## src/rtl/writeback_arbiter.sv

```systemverilog
// Merges NUM_CH buffered result channels onto one register-file write port.
// Each channel owns a small FIFO; one head retires per cycle (round-robin or fixed priority).
module writeback_arbiter #(
   parameter int unsigned NUM_CH         = 2,
   parameter int unsigned DATA_WIDTH     = 32,
   parameter int unsigned REG_ADDR_WIDTH = 5,
   parameter int unsigned FIFO_DEPTH     = 4,
   parameter int unsigned PRIORITY_MODE  = 0
) (
   input  logic                                           clk,
   input  logic                                           reset,
   input  logic [NUM_CH-1:0]                              ch_valid,
   output logic [NUM_CH-1:0]                              ch_ready,
   input  logic [NUM_CH*DATA_WIDTH-1:0]                   ch_data,
   input  logic [NUM_CH*REG_ADDR_WIDTH-1:0]               ch_rd,
   input  logic                                           flush,
   input  logic                                           wb_en,
   output logic                                           wb_valid,
   output logic [DATA_WIDTH-1:0]                          wb_out,
   output logic [REG_ADDR_WIDTH-1:0]                      wb_addr,
   output logic [NUM_CH*($clog2(FIFO_DEPTH)+1)-1:0]       ch_count
);

   localparam int unsigned AW = $clog2(FIFO_DEPTH);
   localparam int unsigned CW = AW + 1;
   localparam int unsigned PW = (NUM_CH > 1) ? $clog2(NUM_CH) : 1;
   localparam int unsigned EW = REG_ADDR_WIDTH + DATA_WIDTH;

   logic [EW-1:0]     mem_q   [NUM_CH][FIFO_DEPTH];
   logic [CW-1:0]     count_q [NUM_CH];
   logic [AW-1:0]     wptr_q  [NUM_CH];
   logic [AW-1:0]     rptr_q  [NUM_CH];
   logic [PW-1:0]     rr_q;
   logic              wb_valid_q;
   logic [DATA_WIDTH-1:0]     wb_out_q;
   logic [REG_ADDR_WIDTH-1:0] wb_addr_q;

   logic [NUM_CH-1:0] nonempty;
   logic [NUM_CH-1:0] push;
   logic [NUM_CH-1:0] pop_ch;
   logic [PW-1:0]     gnt;
   logic [PW-1:0]     rr_d;
   logic              pop;
   logic [EW-1:0]     head;

   // Ready depends only on registered occupancy and flush, never on a same-cycle pop.
   always_comb begin
      for (int i = 0; i < NUM_CH; i++) begin
         nonempty[i] = (count_q[i] != '0);
         ch_ready[i] = (count_q[i] != CW'(FIFO_DEPTH)) && !flush;
         push[i]     = ch_valid[i] && ch_ready[i] &&
                       (ch_rd[i*REG_ADDR_WIDTH +: REG_ADDR_WIDTH] != '0);
         ch_count[i*CW +: CW] = count_q[i];
      end
   end

   always_comb begin
      int idx;
      logic found;
      idx   = 0;
      found = 1'b0;
      gnt   = '0;
      for (int k = 0; k < NUM_CH; k++) begin
         idx = (PRIORITY_MODE != 0) ? k : (int'(rr_q) + k) % NUM_CH;
         if (!found && nonempty[idx]) begin
            found = 1'b1;
            gnt   = idx[PW-1:0];
         end
      end
   end

   always_comb begin
      pop  = wb_en && !flush && (|nonempty);
      rr_d = PW'((int'(gnt) + 1) % NUM_CH);
      head = mem_q[gnt][rptr_q[gnt]];
      for (int i = 0; i < NUM_CH; i++) begin
         pop_ch[i] = pop && (int'(gnt) == i);
      end
   end

   always_ff @(posedge clk or posedge reset) begin
      if (reset) begin
         for (int i = 0; i < NUM_CH; i++) begin
            count_q[i] <= '0;
            wptr_q[i]  <= '0;
            rptr_q[i]  <= '0;
         end
         rr_q       <= '0;
         wb_valid_q <= 1'b0;
         wb_out_q   <= '0;
         wb_addr_q  <= '0;
      end else if (flush) begin
         for (int i = 0; i < NUM_CH; i++) begin
            count_q[i] <= '0;
            wptr_q[i]  <= '0;
            rptr_q[i]  <= '0;
         end
         rr_q       <= '0;
         wb_valid_q <= 1'b0;
         wb_out_q   <= '0;
         wb_addr_q  <= '0;
      end else begin
         for (int i = 0; i < NUM_CH; i++) begin
            if (push[i]) wptr_q[i] <= wptr_q[i] + 1'b1;
            if (pop_ch[i]) rptr_q[i] <= rptr_q[i] + 1'b1;
            case ({push[i], pop_ch[i]})
               2'b10:   count_q[i] <= count_q[i] + 1'b1;
               2'b01:   count_q[i] <= count_q[i] - 1'b1;
               default: count_q[i] <= count_q[i];
            endcase
         end
         if (pop) begin
            if (PRIORITY_MODE == 0) rr_q <= rr_d;
            wb_valid_q <= 1'b1;
            wb_out_q   <= head[DATA_WIDTH-1:0];
            wb_addr_q  <= head[EW-1:DATA_WIDTH];
         end else begin
            wb_valid_q <= 1'b0;
            wb_out_q   <= '0;
            wb_addr_q  <= '0;
         end
      end
   end

   // Storage needs no reset: occupancy alone decides what is live.
   always_ff @(posedge clk) begin
      for (int i = 0; i < NUM_CH; i++) begin
         if (push[i]) begin
            mem_q[i][wptr_q[i]] <= {ch_rd[i*REG_ADDR_WIDTH +: REG_ADDR_WIDTH],
                                    ch_data[i*DATA_WIDTH +: DATA_WIDTH]};
         end
      end
   end

   assign wb_valid = wb_valid_q;
   assign wb_out   = wb_out_q;
   assign wb_addr  = wb_addr_q;

endmodule

```

## config.mk

```make
export PLATFORM = sky130hd
export DESIGN_NAME = writeback_arbiter
export DESIGN_NICKNAME = d
export VERILOG_FILES = /design/src/rtl/writeback_arbiter.sv
export SDC_FILE = /design/constraint.sdc
export NUM_CORES = 1
export LEC_CHECK = 0
export ABC_AREA = 0
export CAP_MARGIN = 20
export CORE_MARGIN = 5
export CORE_UTILIZATION = 55
export CTS_BUF_LIST = sky130_fd_sc_hd__clkbuf_4
export DETAILED_ROUTE_END_ITERATION = 7
export GPL_TIMING_DRIVEN = 0
export PLACE_DENSITY = 0.77
export SLEW_MARGIN = 5
export SYNTH_ARGS = -nofsm -noshare
export SYNTH_HDL_FRONTEND = slang
export SYNTH_SLANG_ARGS = --single-unit
```

## constraint.sdc

```tcl
create_clock -name clk -period 5.52 [get_ports clk]
set_clock_uncertainty 0.2 [all_clocks]
set_input_delay 0.828 -clock clk [delete_from_list [all_inputs] [get_ports clk]]
set_output_delay 0.828 -clock clk [all_outputs]
set_load 0.01 [all_outputs]
```

=== Yosys cells after proc, flatten, opt, wreduce, memory -nomap -nowiden ===
Memory sizes are Yosys's and may differ from the RTL's.
Cells that the tools add are included.

* Flip-flop bits (word level): 53
* RAM bits: 296
* Input port bits: 80
* Output and inout bits: 46
* Memories: 1

{| class="wikitable"
|+ Memory list
! name !! words !! bits a word !! rd ports !! clocked after memory_dff !! wr ports !! RTL line !! text
|-
| mem_q || 2 || 148 || 1 || 0 || 2 || 29 || <nowiki>logic [EW-1:0] mem_q [NUM_CH][FIFO_DEPTH];</nowiki>
|}

* $add $sub $neg: 10
* Order comparisons: 8
* Equality and inequality tests: 6
* Muxes and demuxes: 38
* Bitwise logic cells: 5
* Reduce and logical (&&, ||, !) cells: 27

{| class="wikitable"
|+ Operators with widths
! cell !! number
|-
| 148-bit 2-to-1 mux || 2
|-
| 37-bit demux with 2-bit select || 2
|-
| 37-bit 2-to-1 mux || 4
|-
| 37-bit binary-select mux with 2-bit select || 1
|-
| 32-bit 2-to-1 mux || 2
|-
| 2-bit 2-to-1 mux || 7
|-
| 1-bit logical AND || 13
|-
| 1-bit 2-to-1 mux || 13
|-
| 3-bit one-hot mux with 2 select lines || 2
|-
| 3-bit nonzero test || 4
|-
| 5-bit 2-to-1 mux || 2
|-
| 2-bit nonzero test || 5
|-
| 5-bit nonzero test || 2
|-
| 3-bit greater-or-equal comparator (second input constant) || 3
|-
| 2-bit inverter with 3-bit output || 3
|-
| 2-bit by 1-bit adder with 2-bit output (second input constant) || 4
|-
| 4-bit 2-to-1 mux || 2
|-
| 3-bit by 1-bit adder with 3-bit output (second input constant) || 2
|-
| 3-bit by 1-bit < comparator with 1-bit output (second input constant) || 2
|-
| 6-bit 2-to-1 mux || 1
|-
| 3-bit inequality test (second input constant) || 2
|-
| 3-bit by 1-bit subtractor with 3-bit output (second input constant) || 2
|-
| 2-bit by 1-bit equality test with 1-bit output (second input constant) || 2
|-
| 2-bit equality test (second input constant) || 2
|-
| other kinds (7) || 10
|}

=== Depth between registers and ports, before layout ===
Gate-level depths: netlist of run 1.

* Depth in word-level cells: 17
* Mapped depth: 9
* Gate-level depth less buffers: 8

=== Worst setup path before layout of run 1 ===
OpenSTA, ideal clock, no wires.

* Kind: input port to flip-flop
* Start: in flush
* End: mem mem_q[1][0] (netlist bit), enable pin
* Arrival: 2.687 ns
* Required time: 4.922 ns
* Slack: 2.235 ns
* Stages: 5
* Path buffers: 2
* Cells stage by stage: buf_2 -> a21oi_1 -> and3_1 -> clkbuf_1 -> and2_1

{| class="wikitable"
|+ RTL lines
! item !! RTL line !! text
|-
| from (decl) || 16 || <nowiki>input logic flush,</nowiki>
|-
| to (decl) || 29 ||
|}

=== Worst setup path after layout of run 1 ===
* Start: in flush
* End: out ch_ready[0]

* Word-level cells in the longest chain between the ends: 2

{| class="wikitable"
|+ RTL lines
! item !! RTL line !! text
|-
| 1-bit zero test || 50 || <nowiki>ch_ready[i] = (count_q[i] != CW'(FIFO_DEPTH)) && !flush;</nowiki>
|-
| 1-bit logical AND || 50 ||
|-
| to (decl) || 13 || <nowiki>output logic [NUM_CH-1:0] ch_ready,</nowiki>
|}

No other way between the ends.

==> flow_summary.toml, run 1 <==
[floorplanning]
core_sq_um = 24460
die_h_microns = 168.0
die_area_sq_um = 28210
pin_count = 126
row_count = 57
start_util_pct = 56.09
chipWidth_microns = 168.0

[clock_tree]
clock_sinks = 349
cts_buffers = 86
cts_buffer_depth = 3
cts_resized = 0
clockRootBuffer = "clkbuf_4"
cts_tree = "built"
clk_pin_slew_ns = 0.07
holdBufCountCts = 0
clock_latency_ns = 0.69
htreeDepth = 3
post_cts_buffers = 0

[cells_and_area]
final_nets = 1143
drive_gt1_share_pct = 22.99
area_growth_pct = 22.07
fillers = 1615
layout.cells.non_filler = 1448

[route]
vias = 8184
dr.first_iter.drc_count = 762
firstDrtPassIters = 5
via_per_inst = 5.652
drt_wl_total_microns = 31720
wl_per_cell_microns = 21.90
route.detailed.drc = 0
ant_nets = 0

[worst_setup_path]
path_cells = "clkdlybuf4s50_1 > buf_2 > buf_1 > a21oi_1 > clkdlybuf4s50_1"
crit_path_max_incr_delay_ns = 0.50
reg2reg_from = "ch_count[3]$_DFFE_PP0P_"
cp.required_ns = 4.49
slowest_stage = "clkdlybuf4s50_1"
startpoint = "flush"
crit_path_end_kind = "output port"
r2r_cells = 7
criticalPathCategory = "input port to output port"
path_max_fanout = 10
start_kind = "input port"
crit_top_cell = "clkdlybuf4s50_1"
worstPathArrival_ns = 2.52

[synth]
yosysSeqAreaShare_pct = 74.44
synth_edf_count = 296
synth_ff_type = "edfxtp_1"
synth_seq_cells = 349
synth_top_family_by_area = "multiplexers"
synthSimpleGateAreaFrac_pct = 3.893
synthXorXnorAreaFrac_pct = 0.3830
syn_inst = 831
synthMuxAreaShare_pct = 11.89
synth_adder_area_share_pct = 1.021
async_flop_share_pct = 15.19
yosysWarnings = 0
synth_compound_area_share_pct = 6.647
syn_area_sq_um = 13720
synth.avg_cell_area_sq_um = 16.51
syn_nets = 921
ys_types = 39

[pwr]
switching_power_uw = 2165
seqPwrFrac_pct = 44.0
pwr-share-comb_pct = 25.7
p_clk_share_pct = 30.3
p_int_uw = 5044
irDropWorstVdd_uv = 230.0
powerDensity_nw_per_um2 = 430.4
total_leakage_power_uw = 0.005834
p_sw_share_pct = 30.03

[grt]
grt_usage_pct = 22.47
grt_pass1_vias = 8608
overflow = 0
antenna_found_initial = 5
grt_max_degree = 32
grt_pass1_wl_microns = 48220

[run_status]
status = "finished, final reports clean"

[timing]
fin_crit_sh_pct = 64.25
period_minus_slack_ns = 3.547
setup_viol = 0
max_freq_mhz = 282.0
tightestPinTransition_ns = 1.002
rsz0062_at_grt = "no"
maxSlewHeadroom_pct = 33.23
setup_ws_ns = 1.973
setup_tns_ns = 0
hold_viol = 0
slew_violations = 0

[placed_design]
port_buffers = 125
pre_cts_slack_ns = 1.795
detailed_place_hpwl_microns = 20220
place_inst = 1289
place.gp.congestion = 0.7844

[run]
max_cap_viol_count = 0

[worst_hold_path]
min_path_type = "input port to asynchronous set/reset pin"
[cells by family (layout without fill, tap and decap cells)]
kind of cell | count (synthesis) | count (layout)
multiplexers | 152 | 152
AND/OR/NAND/NOR | 123 | 123
buffers and inverters | 56 | 347
XOR/XNOR | 6 | 6
flip-flops | 349 | 349
other | 0 | 2
adder cells (fa/ha/maj) | 10 | 10
AO/OA/AOI/OAI | 135 | 135
[layout make-up]
type	count	area (sq um)	area share (%)
Multi-Input combinational cell	426	3281	19.59
Timing Repair Buffer	134	1454	8.680
Antenna cell	2	5.005	0.02988
Tap cell	324	405.4	2.420
Inverter	8	30.03	0.1793
Sequential cell	349	10210	60.98
Clock buffer	142	1066	6.364
Clock inverter	15	87.58	0.5229
Buffer	48	206.4	1.233
[power by group through the flow]
stage	clock network (uW)	registers (uW)	logic [uW]
floorplan	0	3260	1050
global route	2380	3190	1990
detailed placement	0	3230	1840
global placement	0	3220	1780
CTS	2230	3170	1850
finish	2190	3170	1850
[layout by cell type, fill, tap and decap left out, types with 11 or more instances in the layout]
cell type	instances
a21oi_1	42
clkbuf_4	142
dfrtp_1	53
clkinv_1	12
clkbuf_1	28
mux2i_1	75
nor2_1	11
clkdlybuf4s50_1	125
o211ai_1	76
nand2_1	84
mux2_2	75
edfxtp_1	296
[Yosys cell counts, types with 5 or more instances]
master / instances / share of area [%]
edfxtp_1: 296 / 65
buf_2: 9 / 0.33
nor3_1: 7 / 0.26
nand2_1: 84 / 2.3
and3_1: 5 / 0.23
buf_1: 7 / 0.19
ha_1: 8 / 0.73
o21ai_0: 5 / 0.18
inv_1: 8 / 0.22
dfrtp_1: 53 / 9.7
o211ai_1: 76 / 4.2
mux2i_1: 75 / 5.5
a21oi_1: 42 / 1.5
nor2_1: 11 / 0.30
clkbuf_1: 28 / 0.77
and2_1: 5 / 0.23
mux2_2: 75 / 6.2
[final timing paths]
path / endpoint / slack, ns
max in group asynchronous: wb_out[26]$_DFF_PP0_ / 4.19
worst min register to register: wptr_q[0]$_DFFE_PP0P_ / 0.37
worst max-delay path: ch_ready[0] / 1.97
worst max register to register: wb_out[4]$_DFF_PP0_ / 2.27
min in group clk: wptr_q[0]$_DFFE_PP0P_ / 0.37
worst min-delay path: wb_out[28]$_DFF_PP0_ / 0.33
[critical path, delay by kind of cell]
kind	cells	cell delay, ns
buffers and inverters	4	1.60
AO/OA/AOI/OAI	1	0.08
[layer usage]
| layer | track usage [%] | part of all wire [%] | wire, microns |
|---|---|---|---|
| met1 | 29.31 | 40 | 12810 |
| met2 | 36.86 | 50 | 15790 |
| met3 | 5.580 | 7.9 | 2494 |
| met4 | 8.504 | 1.8 | 585 |
| met5 | 0 | 0.11 | 36 |
[sequential cells by signal, summed over array words and instances (netlist names)]
signal and flops:
rr_q 1, rptr_q 4, wb_out 32, wb_addr 5, wptr_q 4, ch_count 6, wb_valid 1, mem_q 296
[metrics by stage]
step                area (sq um)  hold slack, ns  total power, uW  utilization (%)
floorplan                  13720          0.3154             4313                -
global placement           15380          0.3450             5008            62.87
detailed placement         15590          0.3701             5066            63.74
CTS                        16740          0.3035             7245            68.45
global route               16750          0.3534             7553            68.47
finish                     16750          0.3336             7209            68.47
Power figures use the tool's default switching activity.
==> inputs of run 2 (changes only) <==
clock period = 3.3 ns   (was 5.52 ns; I/O delays follow)
==> flow_summary.toml, run 2 (same netlist as run 1, synthesis figures left out) <==
[run_status]
status = "finished, final reports clean"

[grt]
grt_pass1_vias = 8610
grt_max_degree = 32
overflow = 0
grt_usage_pct = 22.47
antenna_found_initial = 5
grt_pass1_wl_microns = 48220

[floorplanning]
die_h_microns = 168.0
pin_count = 126
die_area_sq_um = 28210
start_util_pct = 56.09
chipWidth_microns = 168.0
core_sq_um = 24460
row_count = 57

[timing]
rsz0062_at_grt = "no"
setup_tns_ns = 0
period_minus_slack_ns = 3.042
maxSlewHeadroom_pct = 34.18
setup_viol = 0
fin_crit_sh_pct = 92.17
max_freq_mhz = 328.8
tightestPinTransition_ns = 0.9873
slew_violations = 0
hold_viol = 0

[worst_setup_path]
slowest_stage = "clkbuf_1"
critical_path.top_delay_family = "buffers and inverters"
cp.required_ns = 3.67
r2r_cells = 7
crit_path_max_incr_delay_ns = 0.56
crit_buf_inv = 2
r2r_setup_slack_ns = 0.26
r2r_end = "wb_out[4]$_DFF_PP0_"
worstPathArrival_ns = 3.41
criticalPathCategory = "flop to flop"
crit_path_end_kind = "flop"
start_kind = "flop"
path_max_fanout = 10
path_cells = "or3_1 > buf_2 > o21ai_2 > mux2i_4 > clkbuf_1 > o211ai_1 > a21oi_1"
reg2reg_from = "ch_count[3]$_DFFE_PP0P_"

[pwr]
p_clk_share_pct = 30.4
powerDensity_nw_per_um2 = 719.9
pwr-share-comb_pct = 25.7
seqPwrFrac_pct = 43.9
irDropWorstVdd_uv = 384.9
p_sw_share_pct = 30.07
switching_power_uw = 3630
p_int_uw = 8441
total_leakage_power_uw = 0.005839

[clock_tree]
clk_pin_slew_ns = 0.07
cts_buffer_depth = 3
htreeDepth = 3
cts_buffers = 86
clockRootBuffer = "clkbuf_4"
clock_sinks = 349
cts_tree = "built"
clock_latency_ns = 0.69

[placed_design]
port_buffers = 125
place.gp.congestion = 0.7844
place_inst = 1289
detailed_place_hpwl_microns = 20220
place_area_sq_um = 15590

[cells_and_area]
layout_commonest_cell = "edfxtp_1"
layout.cells.non_filler = 1449
layout_common_cells = "296 x edfxtp_1, 142 x clkbuf_4, 125 x clkdlybuf4s50_1"
fillers = 1617
regArea_sq_um = 10210
drive_gt1_share_pct = 22.97
largest_reg_flops = 296
fin_area_sq_um = 16770
multi_input_comb_area_sq_um = 3289
area_growth_pct = 22.20
final_nets = 1144
utilization_pct = 68.55

[worst_hold_path]
min_path_type = "input port to flop"
min_to = "mem_q[1][74]$_DFFE_PP_"
min_delay_path_depth = 1
min-delay-start = "ch_data[32]"

[route]
route.detailed.drc = 0
vias = 8222
dr.first_iter.drc_count = 808
via_per_inst = 5.674
drt_wl_total_microns = 31790
wl_per_cell_microns = 21.94
firstDrtPassIters = 5
ant_nets = 0

[run]
max_cap_viol_count = 0
==> run 2: layout make-up <==
cell class	count	area share, %
Clock inverter	15	0.5223
Antenna cell	2	0.02985
Clock buffer	142	6.357
Tap cell	324	2.418
Multi-Input combinational cell	426	19.62
Buffer	48	1.231
Timing Repair Buffer	135	8.730
Sequential cell	349	60.92
Inverter	8	0.1791
==> run 2: what timing repair did <==
item                                    4_1_cts  5_1_grt
hold buffers                                  1        0
endpoints found under the setup margin        0        7
hold endpoints to repair                     21        0
setup buffers                                 0        0
resized for setup                             0        1
==> run 2: worst reg2reg max path, stage by stage (launching register included) <==
cell	delay (ns)
dfrtp_1	0.48
or3_1	0.38
buf_2	0.15
o21ai_2	0.19
mux2i_4	0.52
clkbuf_1	0.56
o211ai_1	0.18
a21oi_1	0.26
==> run 2: how the worst max path moves through the flow <==
stage	start	endpoint	slack, ns	depth (start not counted)
5_1_grt	ch_count[3]$_DFFE_PP0P_	wb_out[4]$_DFF_PP0_	0.12	7
4_1_cts	ch_count[3]$_DFFE_PP0P_	wb_out[4]$_DFF_PP0_	0.04	7
6_report	ch_count[3]$_DFFE_PP0P_	wb_out[4]$_DFF_PP0_	0.26	7
3_5_place_dp	ch_rd[8]	ch_count[5]$_DFFE_PP0P_	-0.09	9
2_1_floorplan	flush	mem_q[1][0]$_DFFE_PP_	0.35	5
3_3_place_gp	ch_rd[8]	mem_q[1][111]$_DFFE_PP_	-1.06	6
==> run 2: per-stage QoR <==
step / power (uW) / hold slack, ns / worst slack [ns]
floorplan: 7214 / 0.3154 / 0.3483
global placement: 8377 / 0.3450 / -1.056
detailed placement: 8475 / 0.3701 / -0.09224
CTS: 12120 / 0.1815 / 0.04007
global route: 12650 / 0.1947 / 0.1221
finish: 12070 / 0.2237 / 0.2582
==> run 2: power groups by stage <==
stage | logic [uW] | clock network (uW) | registers [uW]
2_1_floorplan | 1760 | 0 | 5460
3_3_place_gp | 2980 | 0 | 5390
3_5_place_dp | 3080 | 0 | 5400
4_1_cts | 3090 | 3720 | 5310
5_1_grt | 3340 | 3970 | 5340
6_report | 3100 | 3660 | 5300
==> run 2: routing by layer <==
layer	share of wire [%]	vias up	track usage [%]
met4	2.0	6	8.504
li1	-	3705	-
met1	39	4041	29.31
met5	0.11	-	0
met3	8.6	64	5.580
met2	50	406	36.86
